File: src/rtl/hack_pkg.sv
// Shared types, instruction field positions and jump decode for the Hack multi-cycle core.
package hack_pkg;

    typedef enum logic [1:0] {
        FETCH  = 2'd0,
        EXEC   = 2'd1,
        MEM_WR = 2'd2
    } state_t;

    // C_BIT is the 16-bit position; the core uses WIDTH-1 so wider words still work.
    localparam int C_BIT    = 15;
    localparam int A_BIT    = 12;
    localparam int COMP_LSB = 6;
    localparam int D1       = 5;
    localparam int D2       = 4;
    localparam int D3       = 3;
    localparam int J_LSB    = 0;

    function automatic logic jump_taken(input logic [2:0] j, input logic zr, input logic ng);
        return (j[2] & ng) | (j[1] & zr) | (j[0] & ~zr & ~ng);
    endfunction

endpackage

File: src/rtl/hack_alu.sv
// Combinational Hack ALU: zero/negate each operand, add or AND, optionally negate the result.
module hack_alu #(
    parameter int WIDTH = 16
) (
    input  logic [WIDTH-1:0] x,
    input  logic [WIDTH-1:0] y,
    input  logic             zx,
    input  logic             nx,
    input  logic             zy,
    input  logic             ny,
    input  logic             f,
    input  logic             no,
    output logic [WIDTH-1:0] out,
    output logic             zr,
    output logic             ng
);

    logic [WIDTH-1:0] x1, x2, y1, y2, o1;

    always_comb begin
        x1  = zx ? '0 : x;
        x2  = nx ? ~x1 : x1;
        y1  = zy ? '0 : y;
        y2  = ny ? ~y1 : y1;
        o1  = f ? (x2 + y2) : (x2 & y2);
        out = no ? ~o1 : o1;
        zr  = (out == '0);
        ng  = out[WIDTH-1];
    end

endmodule

File: src/rtl/hack_cpu_mc.sv
// Multi-cycle Hack CPU with ready/valid instruction fetch and data memory handshakes.
// Define HACK_CPU_PERF_EN to add the cycle_cnt / instret performance counters.
module hack_cpu_mc
    import hack_pkg::*;
#(
    parameter int WIDTH  = 16,
    parameter int ADDR_W = 15
) (
    input  logic              clk,
    input  logic              rst,
    input  logic [WIDTH-1:0]  instr,
    input  logic              instr_valid,
    output logic [ADDR_W-1:0] pc,
    input  logic [WIDTH-1:0]  inM,
    output logic              readM,
    output logic              writeM,
    input  logic              mem_ready,
    output logic [ADDR_W-1:0] addressM,
    output logic [WIDTH-1:0]  outM
`ifdef HACK_CPU_PERF_EN
    ,
    output logic [31:0]       cycle_cnt,
    output logic [31:0]       instret
`endif
);

    state_t            state_q, state_d;
    logic [WIDTH-1:0]  ir_q, ir_d;
    logic [WIDTH-1:0]  a_q, a_d;
    logic [WIDTH-1:0]  dreg_q, dreg_d;
    logic [WIDTH-1:0]  outm_q, outm_d;
    logic [ADDR_W-1:0] pc_q, pc_d;
    logic              readm_q, readm_d;
    logic              writem_q, writem_d;

    logic [WIDTH-1:0]  alu_y, alu_out;
    logic              alu_zr, alu_ng;
    logic [WIDTH-1:0]  res;
    logic              res_zr, res_ng;
    logic              commit, retire;
    logic [ADDR_W-1:0] pc_inc;

    assign alu_y  = ir_q[A_BIT] ? inM : a_q;
    assign pc_inc = pc_q + ADDR_W'(1);

    hack_alu #(.WIDTH(WIDTH)) u_alu (
        .x   (dreg_q),
        .y   (alu_y),
        .zx  (ir_q[COMP_LSB+5]),
        .nx  (ir_q[COMP_LSB+4]),
        .zy  (ir_q[COMP_LSB+3]),
        .ny  (ir_q[COMP_LSB+2]),
        .f   (ir_q[COMP_LSB+1]),
        .no  (ir_q[COMP_LSB]),
        .out (alu_out),
        .zr  (alu_zr),
        .ng  (alu_ng)
    );

    always_comb begin
        state_d  = state_q;
        ir_d     = ir_q;
        a_d      = a_q;
        dreg_d   = dreg_q;
        pc_d     = pc_q;
        outm_d   = outm_q;
        readm_d  = readm_q;
        writem_d = writem_q;
        commit   = 1'b0;
        retire   = 1'b0;
        res      = alu_out;
        res_zr   = alu_zr;
        res_ng   = alu_ng;

        case (state_q)
            FETCH: begin
                if (instr_valid) begin
                    ir_d    = instr;
                    readm_d = instr[WIDTH-1] & instr[A_BIT];
                    state_d = EXEC;
                end
            end
            EXEC: begin
                if (!ir_q[WIDTH-1]) begin
                    a_d     = {1'b0, ir_q[WIDTH-2:0]};
                    pc_d    = pc_inc;
                    retire  = 1'b1;
                    state_d = FETCH;
                end else if (!ir_q[A_BIT] || mem_ready) begin
                    readm_d = 1'b0;
                    if (ir_q[D3]) begin
                        outm_d   = alu_out;
                        writem_d = 1'b1;
                        state_d  = MEM_WR;
                    end else begin
                        commit  = 1'b1;
                        state_d = FETCH;
                    end
                end
            end
            MEM_WR: begin
                // inM may have moved on; the latched outM is the instruction's result.
                res    = outm_q;
                res_zr = (outm_q == '0);
                res_ng = outm_q[WIDTH-1];
                if (mem_ready) begin
                    writem_d = 1'b0;
                    commit   = 1'b1;
                    state_d  = FETCH;
                end
            end
            default: state_d = FETCH;
        endcase

        if (commit) begin
            retire = 1'b1;
            if (ir_q[D1]) a_d    = res;
            if (ir_q[D2]) dreg_d = res;
            pc_d = jump_taken(ir_q[J_LSB +: 3], res_zr, res_ng) ? a_q[ADDR_W-1:0] : pc_inc;
        end
    end

    always_ff @(posedge clk) begin
        if (rst) begin
            state_q  <= FETCH;
            ir_q     <= '0;
            a_q      <= '0;
            dreg_q   <= '0;
            pc_q     <= '0;
            outm_q   <= '0;
            readm_q  <= 1'b0;
            writem_q <= 1'b0;
        end else begin
            state_q  <= state_d;
            ir_q     <= ir_d;
            a_q      <= a_d;
            dreg_q   <= dreg_d;
            pc_q     <= pc_d;
            outm_q   <= outm_d;
            readm_q  <= readm_d;
            writem_q <= writem_d;
        end
    end

    assign pc       = pc_q;
    assign addressM = a_q[ADDR_W-1:0];
    assign outM     = outm_q;
    assign readM    = readm_q;
    assign writeM   = writem_q;

`ifdef HACK_CPU_PERF_EN
    logic [31:0] cycle_q, cycle_d;
    logic [31:0] instret_q, instret_d;

    always_comb begin
        cycle_d   = cycle_q + 32'd1;
        instret_d = instret_q + {31'd0, retire};
    end

    always_ff @(posedge clk) begin
        if (rst) begin
            cycle_q   <= '0;
            instret_q <= '0;
        end else begin
            cycle_q   <= cycle_d;
            instret_q <= instret_d;
        end
    end

    assign cycle_cnt = cycle_q;
    assign instret   = instret_q;
`else
    logic unused_retire;
    assign unused_retire = retire;
`endif

endmodule

File: config.mk
export PLATFORM = sky130hd
export DESIGN_NAME = hack_cpu_mc
export DESIGN_NICKNAME = d
export VERILOG_FILES = /design/src/rtl/hack_pkg.sv /design/src/rtl/hack_alu.sv /design/src/rtl/hack_cpu_mc.sv
export SDC_FILE = /design/constraint.sdc
export NUM_CORES = 1
export LEC_CHECK = 0
export ABC_CLOCK_PERIOD_IN_PS = 5300
export BUFFER_PORTS_ARGS = -buffer_cell sky130_fd_sc_hd__buf_2
export CAP_MARGIN = 20
export CORE_MARGIN = 2
export CORE_UTILIZATION = 45
export DETAILED_ROUTE_END_ITERATION = 7
export PLACE_DENSITY_LB_ADDON = 0.1
export SLEW_MARGIN = 20
export SYNTH_ARGS = -nofsm -noshare
export SYNTH_HDL_FRONTEND = slang
export SYNTH_SLANG_ARGS = --single-unit
export TNS_END_PERCENT = 5
File: constraint.sdc
create_clock -name clk -period 5.3 [get_ports clk]
set_input_delay 0.53 -clock clk [delete_from_list [all_inputs] [get_ports clk]]
set_output_delay 0.53 -clock clk [all_outputs]
set_load 0.005 [all_outputs]
==> flow_summary.yaml, run 1 <==
worst_setup_path:
  cp-start-kind: "flip-flop"
  r2r_setup_slack_ns: 0.45
  arrival_ns: 5.11
  worst-r2r-cell-count: 16
  end_kind: "flip-flop"
  required_ns: 5.56
  r2r_start: "ir_q[12]$_SDFFE_PP0P_"
  r2r_end: "pc[3]$_SDFFE_PP0P_"
  setup.worst_path.class: "flip-flop to flip-flop"
  cp_max_fo: 20
final_layout:
  diodes: 0
  fill_cells: 1284
  regArea_sq_um: 1660
  drive_gt1_share_pct: 14.5
  post-route-util_pct: 52.3
  layout_commonest_cell: "nand2_1"
  final_cell_mix: "131 x nand2_1, 94 x nor2_1, 83 x dfxtp_1, 83 x buf_2, 63 x a21oi_1"
  multi_input_area_sq_um: 3920
  fin_nets: 896
  area_growth_pct: 12.2
clock_network:
  holdBufCountCts: 0
  post_cts_buffers: 0
  clk_latency_ns: 0.35
  cts_root_buffer: "clkbuf_16"
  ctsHtreeMaxLevel: 3
  cts.path.max_buffers: 2
  cts_tree: "built"
  numCtsBuffers: 9
  cts_resized: 0
  clk_pin_slew_ns: 0.06
  clock-sinks: 83
sta:
  slew_violations: 0
  hold_ws_ns: 0.417
  max_slew_margin_pct: 29.8
  min_period_ns: 4.85
  fmax_ghz: 0.206
  finalSetupViolations: 0
  fin_setup_tns_ns: 0
  min_period_over_period_pct: 91.5
  hold_viol_final: 0
  fin_worst_skew_ns: 0.00849
  rsz0062_at_grt: "no"
  worst_pin_slew_ns: 1.05
synthesis:
  syn_nets: 857
  postSynthCellCount: 800
  synth_area_per_cell_sq_um: 7.41
  yosys.area.top_type: "dfxtp_1"
  ys_warn_count: 0
  synth-main-ff-cell: "dfxtp_1"
  synth_seq_cells: 83
  synth_cell_type_count: 67
  synth_area_sq_um: 5930
  netlist_top_cells_area: "dfxtp_1 28%, nand2_1 8.3%, nor2_1 6.0%"
  ys_seq_area_share_pct: 28.0
  async_flop_share_pct: 0
  synth-edff-count: 0
  synth.top_cell.area_share_pct: 28.0
detailed_routing:
  num_vias: 5946
  drt_iter0_markers: 488
  wl_per_cell_um: 18.3
  antenna_left: 0
  drt-total-wl_um: 18600
  drc: 0
  drtPass1Iterations: 5
  vias_per_cell: 5.86
run_status:
  status: "finished clean"
place:
  place_hpwl_um: 13800
  gp_congestion: 0.938
  place.port_buffers: 83
die:
  die_h_um: 119
  core_sq_um: 12700
  io_pins: 84
  dieArea_sq_um: 14100
  row_count: 41
  die_w_um: 119
  start_util_pct: 46.6
flow_run:
  maxCapViolations: 0
pwr:
  peakVddDrop_uv: 184
  finalPower_mw: 1.65
  powerDensity_nw_per_um2: 248
  p_leak_nw: 2.73
global_routing:
  gr-total-overflow: 0
  grt_max_degree: 58
  grt_usage_pct: 26.3
  antenna_found_initial: 0
  grt_pass1_wl_um: 29500
  grt_pass1_vias: 5348
hold_path:
  min_path_type: "primary input to flip-flop"
  hold_end: "ir_q[2]$_SDFFE_PP0P_"
  hold_depth: 3
  hold_start: "instr[2]"
report_power, final:
part	total (mW)	internal, mW	leakage [nW]	switching (mW)
clock network	0.660	0.389	0.152	0.271
registers	0.653	0.637	0.672	0.0163
logic	0.337	0.123	1.91	0.215
synth_stat cells, types with 3 or more instances:
cell      number
nor4_1        11
a21oi_1       63
o31ai_1        3
o211ai_1      13
o21ai_0       15
nand4_1        5
xor2_1        25
buf_4         15
a21o_1         4
inv_1          6
buf_2          4
a31oi_1       15
and3_1        18
nor3_1        15
a311oi_1       5
xnor2_1       27
nand3_1       13
o21a_1         4
buf_1          7
a211oi_1      30
mux2i_1       28
ha_1          20
and2_1         8
dfxtp_1       83
nor2_1        95
o22ai_1       12
nand2_1      131
nand2b_1      25
clkbuf_1      41
nor2b_1       10
per-stage QoR:
stage,setup WS [ns],cell area (sq um),instances
final,0.449,6650,1015
after floorplan,0.443,5930,800
after global placement,0.476,6340,1000
after detailed placement,0.333,6350,1000
after global routing,0.0578,6650,1015
after CTS,0.320,6650,1015
state kept, by name, summed over array words and instances (netlist names):
name / cells
a_q: 16
dreg_q: 16
ir_q: 16
outM: 16
pc: 15
state_q: 2
readM: 1
writeM: 1
cell type report:
class,instances,share of cell area [%]
clock inverter,4,0.734
tap,172,3.24
multi-input combinational,642,59.0
inverter,7,0.395
timing repair buffer,96,7.90
sequential,83,25.0
clock buffer,11,3.80
routing by layer:
layer / vias up / share of wire [%] / global-route usage [%]
li1: 2910 / - / -
met1: 2779 / 47 / 38.2
met2: 229 / 44 / 39.4
met3: 28 / 6.6 / 4.49
met4: 0 / 2.4 / 8.56
met5: - / 0 / 0
worst max-delay path, cell delays in order, from the launching register on:
cell      delay [ns]
dfxtp_1         0.35
buf_12          0.19
mux2i_1         0.25
nor2_1          0.07
xor2_1          0.30
ha_1            0.33
a211oi_2        0.35
o211ai_1        0.21
a31oi_1         0.33
mux2_2          0.45
o21a_1          0.23
o31ai_1         0.62
a21oi_1         0.23
a21oi_1         0.27
buf_4           0.23
o211ai_1        0.12
a31oi_1         0.23
cell families after synthesis:
group / share of synthesized area, %
AOI/OAI and AO/OA: 21.5
muxes: 5.36
DFF: 28.0
adders and majority gates: 4.56
and+or+nand+nor: 27.0
xor gates and xnor gates: 7.68
buffers and inverters: 5.91
how the worst max path moves through the flow:
stage	start	end	slack [ns]	depth (start not counted)
floorplan	ir_q[12]$_SDFFE_PP0P_	pc[13]$_SDFFE_PP0P_	0.44	18
global placement	inM[0]	pc[13]$_SDFFE_PP0P_	0.48	16
detailed placement	inM[0]	pc[13]$_SDFFE_PP0P_	0.33	16
CTS	ir_q[12]$_SDFFE_PP0P_	pc[13]$_SDFFE_PP0P_	0.32	16
global route	ir_q[12]$_SDFFE_PP0P_	pc[3]$_SDFFE_PP0P_	0.06	16
finish	ir_q[12]$_SDFFE_PP0P_	pc[3]$_SDFFE_PP0P_	0.45	16
Note: power is estimated with default switching activity, not from simulation.
==> inputs of run 2 (changes only) <==
--- a/config.mk
+++ b/config.mk
@@ -8,8 +8,10 @@
 export ABC_CLOCK_PERIOD_IN_PS = 5300
 export BUFFER_PORTS_ARGS = -buffer_cell sky130_fd_sc_hd__buf_2
 export CAP_MARGIN = 20
+export CELL_PAD_IN_SITES_DETAIL_PLACEMENT = 1
+export CELL_PAD_IN_SITES_GLOBAL_PLACEMENT = 1
 export CORE_MARGIN = 2
-export CORE_UTILIZATION = 45
+export CORE_UTILIZATION = 43
 export DETAILED_ROUTE_END_ITERATION = 7
 export PLACE_DENSITY_LB_ADDON = 0.1
 export SLEW_MARGIN = 20
==> run 2 against run 1 <==
  * Routed wire length grew 12%
  * Setup slack lost 0.089 ns
  * Die area grew 4.5%
  * Sequential power is essentially flat
  * Utilization shrank 2.5 points
  * Clock power shrank 2%
  * First-iteration DRC count shrank 30%
  * Total power shrank 0.16%
  * Clock skew shrank 0.0030 ns
  * Count of clock-buffer cells in the layout grew 2
  * Highest routed layer unchanged
==> flow_summary.yaml, run 2 (synthesized netlist as in run 1, its figures left out) <==
sta:
  fmax_ghz: 0.202
  finalSetupViolations: 0
  hold_viol_final: 0
  worst_pin_slew_ns: 1.03
  slew_violations: 0
  fin_setup_tns_ns: 0
  hold_ws_ns: 0.413
  max_slew_margin_pct: 31.6
  rsz0062_at_grt: "no"
  fin_worst_skew_ns: 0.00549
  min_period_over_period_pct: 93.2
  min_period_ns: 4.94
worst_setup_path:
  r2r_end: "pc[13]$_SDFFE_PP0P_"
  cp_max_fo: 12
  worst-r2r-cell-count: 15
  arrival_ns: 5.17
  setup.worst_path.class: "flip-flop to flip-flop"
  r2r_start: "ir_q[12]$_SDFFE_PP0P_"
  end_kind: "flip-flop"
  cp-start-kind: "flip-flop"
  required_ns: 5.53
  r2r_setup_slack_ns: 0.36
detailed_routing:
  num_vias: 6124
  wl_per_cell_um: 20.5
  vias_per_cell: 6.02
  drtPass1Iterations: 4
  drt_iter0_markers: 344
  antenna_left: 0
  drt-total-wl_um: 20800
  drc: 0
clock_network:
  cts_root_buffer: "clkbuf_16"
  clock-sinks: 83
  cts.path.max_buffers: 2
  cts_tree: "built"
  ctsHtreeMaxLevel: 3
  numCtsBuffers: 9
  cts_resized: 0
  post_cts_buffers: 0
  clk_latency_ns: 0.35
  clk_pin_slew_ns: 0.06
  holdBufCountCts: 0
global_routing:
  grt_usage_pct: 28.9
  grt_pass1_vias: 6130
  gr-total-overflow: 0
  grt_max_degree: 51
  antenna_found_initial: 0
  grt_pass1_wl_um: 33500
die:
  die_h_um: 121
  dieArea_sq_um: 14700
  die_w_um: 121
  start_util_pct: 44.4
  io_pins: 84
  core_sq_um: 13300
  row_count: 42
final_layout:
  final_cell_mix: "131 x nand2_1, 94 x nor2_1, 83 x dfxtp_1, 83 x buf_2, 63 x a21oi_1"
  fill_cells: 1717
  fin_nets: 895
  area_growth_pct: 12.1
  layout_commonest_cell: "nand2_1"
  drive_gt1_share_pct: 14.4
  diodes: 0
pwr:
  p_leak_nw: 2.72
  powerDensity_nw_per_um2: 248
  peakVddDrop_uv: 179
hold_path:
  hold_depth: 3
  hold_end: "ir_q[7]$_SDFFE_PP0P_"
  min_path_type: "primary input to flip-flop"
  hold_start: "instr[7]"
run_status:
  status: "finished clean"
place:
  place_hpwl_um: 15600
  gp_congestion: 0.939
  place.port_buffers: 83
flow_run:
  maxCapViolations: 0
## run 2: cell count changes in the layout (fill, tap and decap cells not counted)
cell	before	now
bufinv_16	1	0
buf_4	12	11
clkinv_2	2	0
clkinvlp_4	0	1
clkbuf_8	2	4
## run 2: final cells by class
class	instances	area, sq um	share of cell area, %
Inverter	7	26.3	0.395
Clock buffer	13	280	4.22
Clock inverter	2	16.3	0.245
Tap cell	176	220	3.31
Timing Repair Buffer	95	518	7.80
Sequential cell	83	1660	25.0
Multi-Input combinational cell	642	3920	59.0
## run 2: routing by layer
layer  wire, um  track usage (%)
met4        519             9.84
met3        886             3.15
met1       9560             39.6
met5          0                0
met2       9850             47.4
## run 2: through the flow
| stage | instances | setup slack (ns) | cell area, sq um | utilization [%] | power, mW |
|---|---|---|---|---|---|
| 2_1_floorplan | 800 | 0.443 | 5930 | - | 0.903 |
| 3_3_place_gp | 1003 | 0.457 | 6340 | 47.5 | 1.00 |
| 3_5_place_dp | 1003 | 0.199 | 6340 | 47.5 | 1.01 |
| 4_1_cts | 1018 | 0.225 | 6640 | 49.7 | 1.65 |
| 5_1_grt | 1018 | 0.133 | 6640 | 49.8 | 1.71 |
| 6_report | 1018 | 0.359 | 6640 | 49.8 | 1.65 |
## run 2: where the power goes
group	internal, mW	switching (mW)	total (mW)
logic	0.123	0.223	0.346
registers	0.637	0.0183	0.655
clock network	0.369	0.278	0.646
total	1.13	0.519	1.65
## run 2: worst max-delay path by stage
stage	startpoint	endpoint	slack, ns	depth (start not counted)
4_1_cts	ir_q[12]$_SDFFE_PP0P_	pc[14]$_SDFFE_PP0P_	0.22	15
5_1_grt	ir_q[12]$_SDFFE_PP0P_	pc[9]$_SDFFE_PP0P_	0.13	15
6_report	ir_q[12]$_SDFFE_PP0P_	pc[13]$_SDFFE_PP0P_	0.36	15
2_1_floorplan	ir_q[12]$_SDFFE_PP0P_	pc[13]$_SDFFE_PP0P_	0.44	18
3_5_place_dp	inM[0]	pc[13]$_SDFFE_PP0P_	0.20	16
3_3_place_gp	inM[0]	pc[14]$_SDFFE_PP0P_	0.46	15
## run 2: critical path, cell delays in order, from the launching register on
cell      delay (ns)
dfxtp_1         0.51
mux2i_1         0.26
nor2_1          0.07
xor2_1          0.15
ha_1            0.27
fa_1            0.47
a211oi_1        0.40
o21a_1          0.23
xnor2_1         0.08
mux2i_1         0.27
or4bb_1         0.52
a211o_1         0.28
a2111o_1        0.46
and3_1          0.34
o21ai_2         0.36
o221ai_1        0.15
==> inputs of run 3 (changes only) <==
--- a/config.mk
+++ b/config.mk
@@ -5,7 +5,7 @@
 export SDC_FILE = /design/constraint.sdc
 export NUM_CORES = 1
 export LEC_CHECK = 0
-export ABC_CLOCK_PERIOD_IN_PS = 5300
+export ABC_CLOCK_PERIOD_IN_PS = 4850
 export BUFFER_PORTS_ARGS = -buffer_cell sky130_fd_sc_hd__buf_2
 export CAP_MARGIN = 20
 export CELL_PAD_IN_SITES_DETAIL_PLACEMENT = 1
==> constraint.sdc (replaced) <==
create_clock -name clk -period 4.85 [get_ports clk]
set_input_delay 0.485 -clock clk [delete_from_list [all_inputs] [get_ports clk]]
set_output_delay 0.485 -clock clk [all_outputs]
set_load 0.005 [all_outputs]
==> run 3 against run 2 <==
  * Clock skew increased by 0.0018 ns
  * Sequential share of layout area decreased by 0.27 points
  * Largest cell class unchanged
  * Clock power increased by 1%
  * Routed wire length decreased by 1.7%
==> flow_summary.yaml, run 3 (synthesized netlist as in run 1, its figures left out) <==
global_routing:
  antenna_found_initial: 0
  gr-total-overflow: 0
  grt_usage_pct: 28.4
  grt_pass1_vias: 6038
  grt_max_degree: 51
  grt_pass1_wl_um: 32600
detailed_routing:
  vias_per_cell: 5.88
  drt-total-wl_um: 20500
  drt_iter0_markers: 332
  drtPass1Iterations: 5
  num_vias: 6049
  antenna_left: 0
  drc: 0
  wl_per_cell_um: 19.9
sta:
  min_period_ns: 4.66
  fmax_ghz: 0.215
  min_period_over_period_pct: 96.0
  slew_violations: 0
  fin_worst_skew_ns: 0.00730
  worst_pin_slew_ns: 1.02
  max_slew_margin_pct: 32.1
  hold_viol_final: 0
  fin_ws_ns: 0.193
  finalSetupViolations: 0
clock_network:
  cts.path.max_buffers: 2
  clk_pin_slew_ns: 0.07
  ctsHtreeMaxLevel: 3
  cts_root_buffer: "clkbuf_16"
  clock-sinks: 83
  clk_latency_ns: 0.35
  cts_tree: "built"
  numCtsBuffers: 9
final_layout:
  drive_gt1_share_pct: 16.2
  layout_commonest_cell: "nand2_1"
  area_growth_pct: 13.4
  fill_cells: 1715
  post-route-util_pct: 50.4
  diodes: 0
  final_cell_mix: "131 x nand2_1, 95 x nor2_1, 83 x buf_2"
  fin_nets: 904
place:
  place.port_buffers: 83
  place_hpwl_um: 15600
  post-place-ws_ns: 0.00494
  gp_congestion: 0.904
hold_path:
  hold_depth: 3
  min_path_type: "primary input to flip-flop"
  hold_end: "ir_q[1]$_SDFFE_PP0P_"
  hold_start: "instr[1]"
worst_setup_path:
  end_kind: "flip-flop"
  required_ns: 5.05
  worst-r2r-cell-count: 16
  cp_max_fo: 11
  setup.worst_path.class: "flip-flop to flip-flop"
  r2r_end: "pc[5]$_SDFFE_PP0P_"
  r2r_start: "ir_q[12]$_SDFFE_PP0P_"
  r2r_setup_slack_ns: 0.19
  cp-start-kind: "flip-flop"
  arrival_ns: 4.86
die:
  core_sq_um: 13300
  dieArea_sq_um: 14700
  row_count: 42
  die_w_um: 121
  start_util_pct: 44.4
  die_h_um: 121
  io_pins: 84
flow_run:
  maxCapViolations: 0
pwr:
  p_leak_nw: 2.76
  powerDensity_nw_per_um2: 261
  peakVddDrop_uv: 201
run_status:
  status: "finished clean"
## run 3: cell types whose count changed in the layout (fill, tap and decap cells not counted), moves of 2 or more
cell	change
buf_6	+2
clkbuf_8	-4
a21oi_2	+2
buf_4	+8
a21oi_1	-2
clkinv_2	+3
## run 3: worst max-delay path by stage
stage,startpoint,to,cells past startpoint
after detailed placement,inM[0],pc[13]$_SDFFE_PP0P_,15
final,ir_q[12]$_SDFFE_PP0P_,pc[5]$_SDFFE_PP0P_,16
after floorplan,ir_q[12]$_SDFFE_PP0P_,pc[13]$_SDFFE_PP0P_,18
after CTS,ir_q[12]$_SDFFE_PP0P_,pc[13]$_SDFFE_PP0P_,14
after global placement,inM[0],pc[14]$_SDFFE_PP0P_,16
after global routing,ir_q[12]$_SDFFE_PP0P_,pc[5]$_SDFFE_PP0P_,16
## run 3: cell type report
| cell class | count | area (sq um) | share of cell area, % |
|---|---|---|---|
| Tap cell | 176 | 220 | 3.28 |
| Multi-Input combinational cell | 642 | 3960 | 59.0 |
| Clock buffer | 10 | 229 | 3.41 |
| Sequential cell | 83 | 1660 | 24.7 |
| Inverter | 7 | 26.3 | 0.391 |
| Timing Repair Buffer | 104 | 581 | 8.64 |
| Clock inverter | 6 | 40.0 | 0.596 |
## run 3: through the flow
step / area (sq um) / total power, mW / TNS (ns) / hold slack [ns] / instances
floorplan: 5930 / 0.987 / 0 / 0.437 / 800
global placement: 6380 / 1.10 / 0 / 0.445 / 1010
detailed placement: 6390 / 1.11 / 0 / 0.450 / 1011
CTS: 6660 / 1.76 / 0 / 0.370 / 1027
global route: 6720 / 1.83 / -0.0253 / 0.364 / 1028
finish: 6720 / 1.76 / 0 / 0.376 / 1028
## run 3: repair_timing
| item | CTS | global route |
|---|---|---|
| resized for setup | 0 | 12 |
| hold buffers | 0 | 0 |
| buffers inserted | 0 | 1 |
| hold endpoints to repair | 0 | 0 |
| setup endpoints to repair | 0 | 15 |
## run 3: worst max-delay path, cell delays in order, from the launching register on
cell and delay [ns]:
dfxtp_2 0.42, mux2i_1 0.26, nor2_1 0.08, xor2_1 0.16, ha_1 0.27, fa_2 0.40
a211oi_2 0.32, o21a_2 0.21, xnor2_1 0.07, mux2i_1 0.25, or4bb_1 0.51, a211o_1 0.29
a2111o_1 0.50, and3_1 0.22, buf_4 0.18, o211ai_1 0.25, a31oi_1 0.13
## run 3: power by group
group	switching, mW	internal [mW]	total [mW]
clock	0.306	0.348	0.654
sequential	0.0200	0.696	0.716
combinational	0.246	0.141	0.387
total	0.572	1.19	1.76
## run 3: routing by layer
metal	GRT usage, %	wire [um]
met4	10.4	519
met2	45.0	9370
met1	39.4	9700
met3	3.62	885
met5	0	0
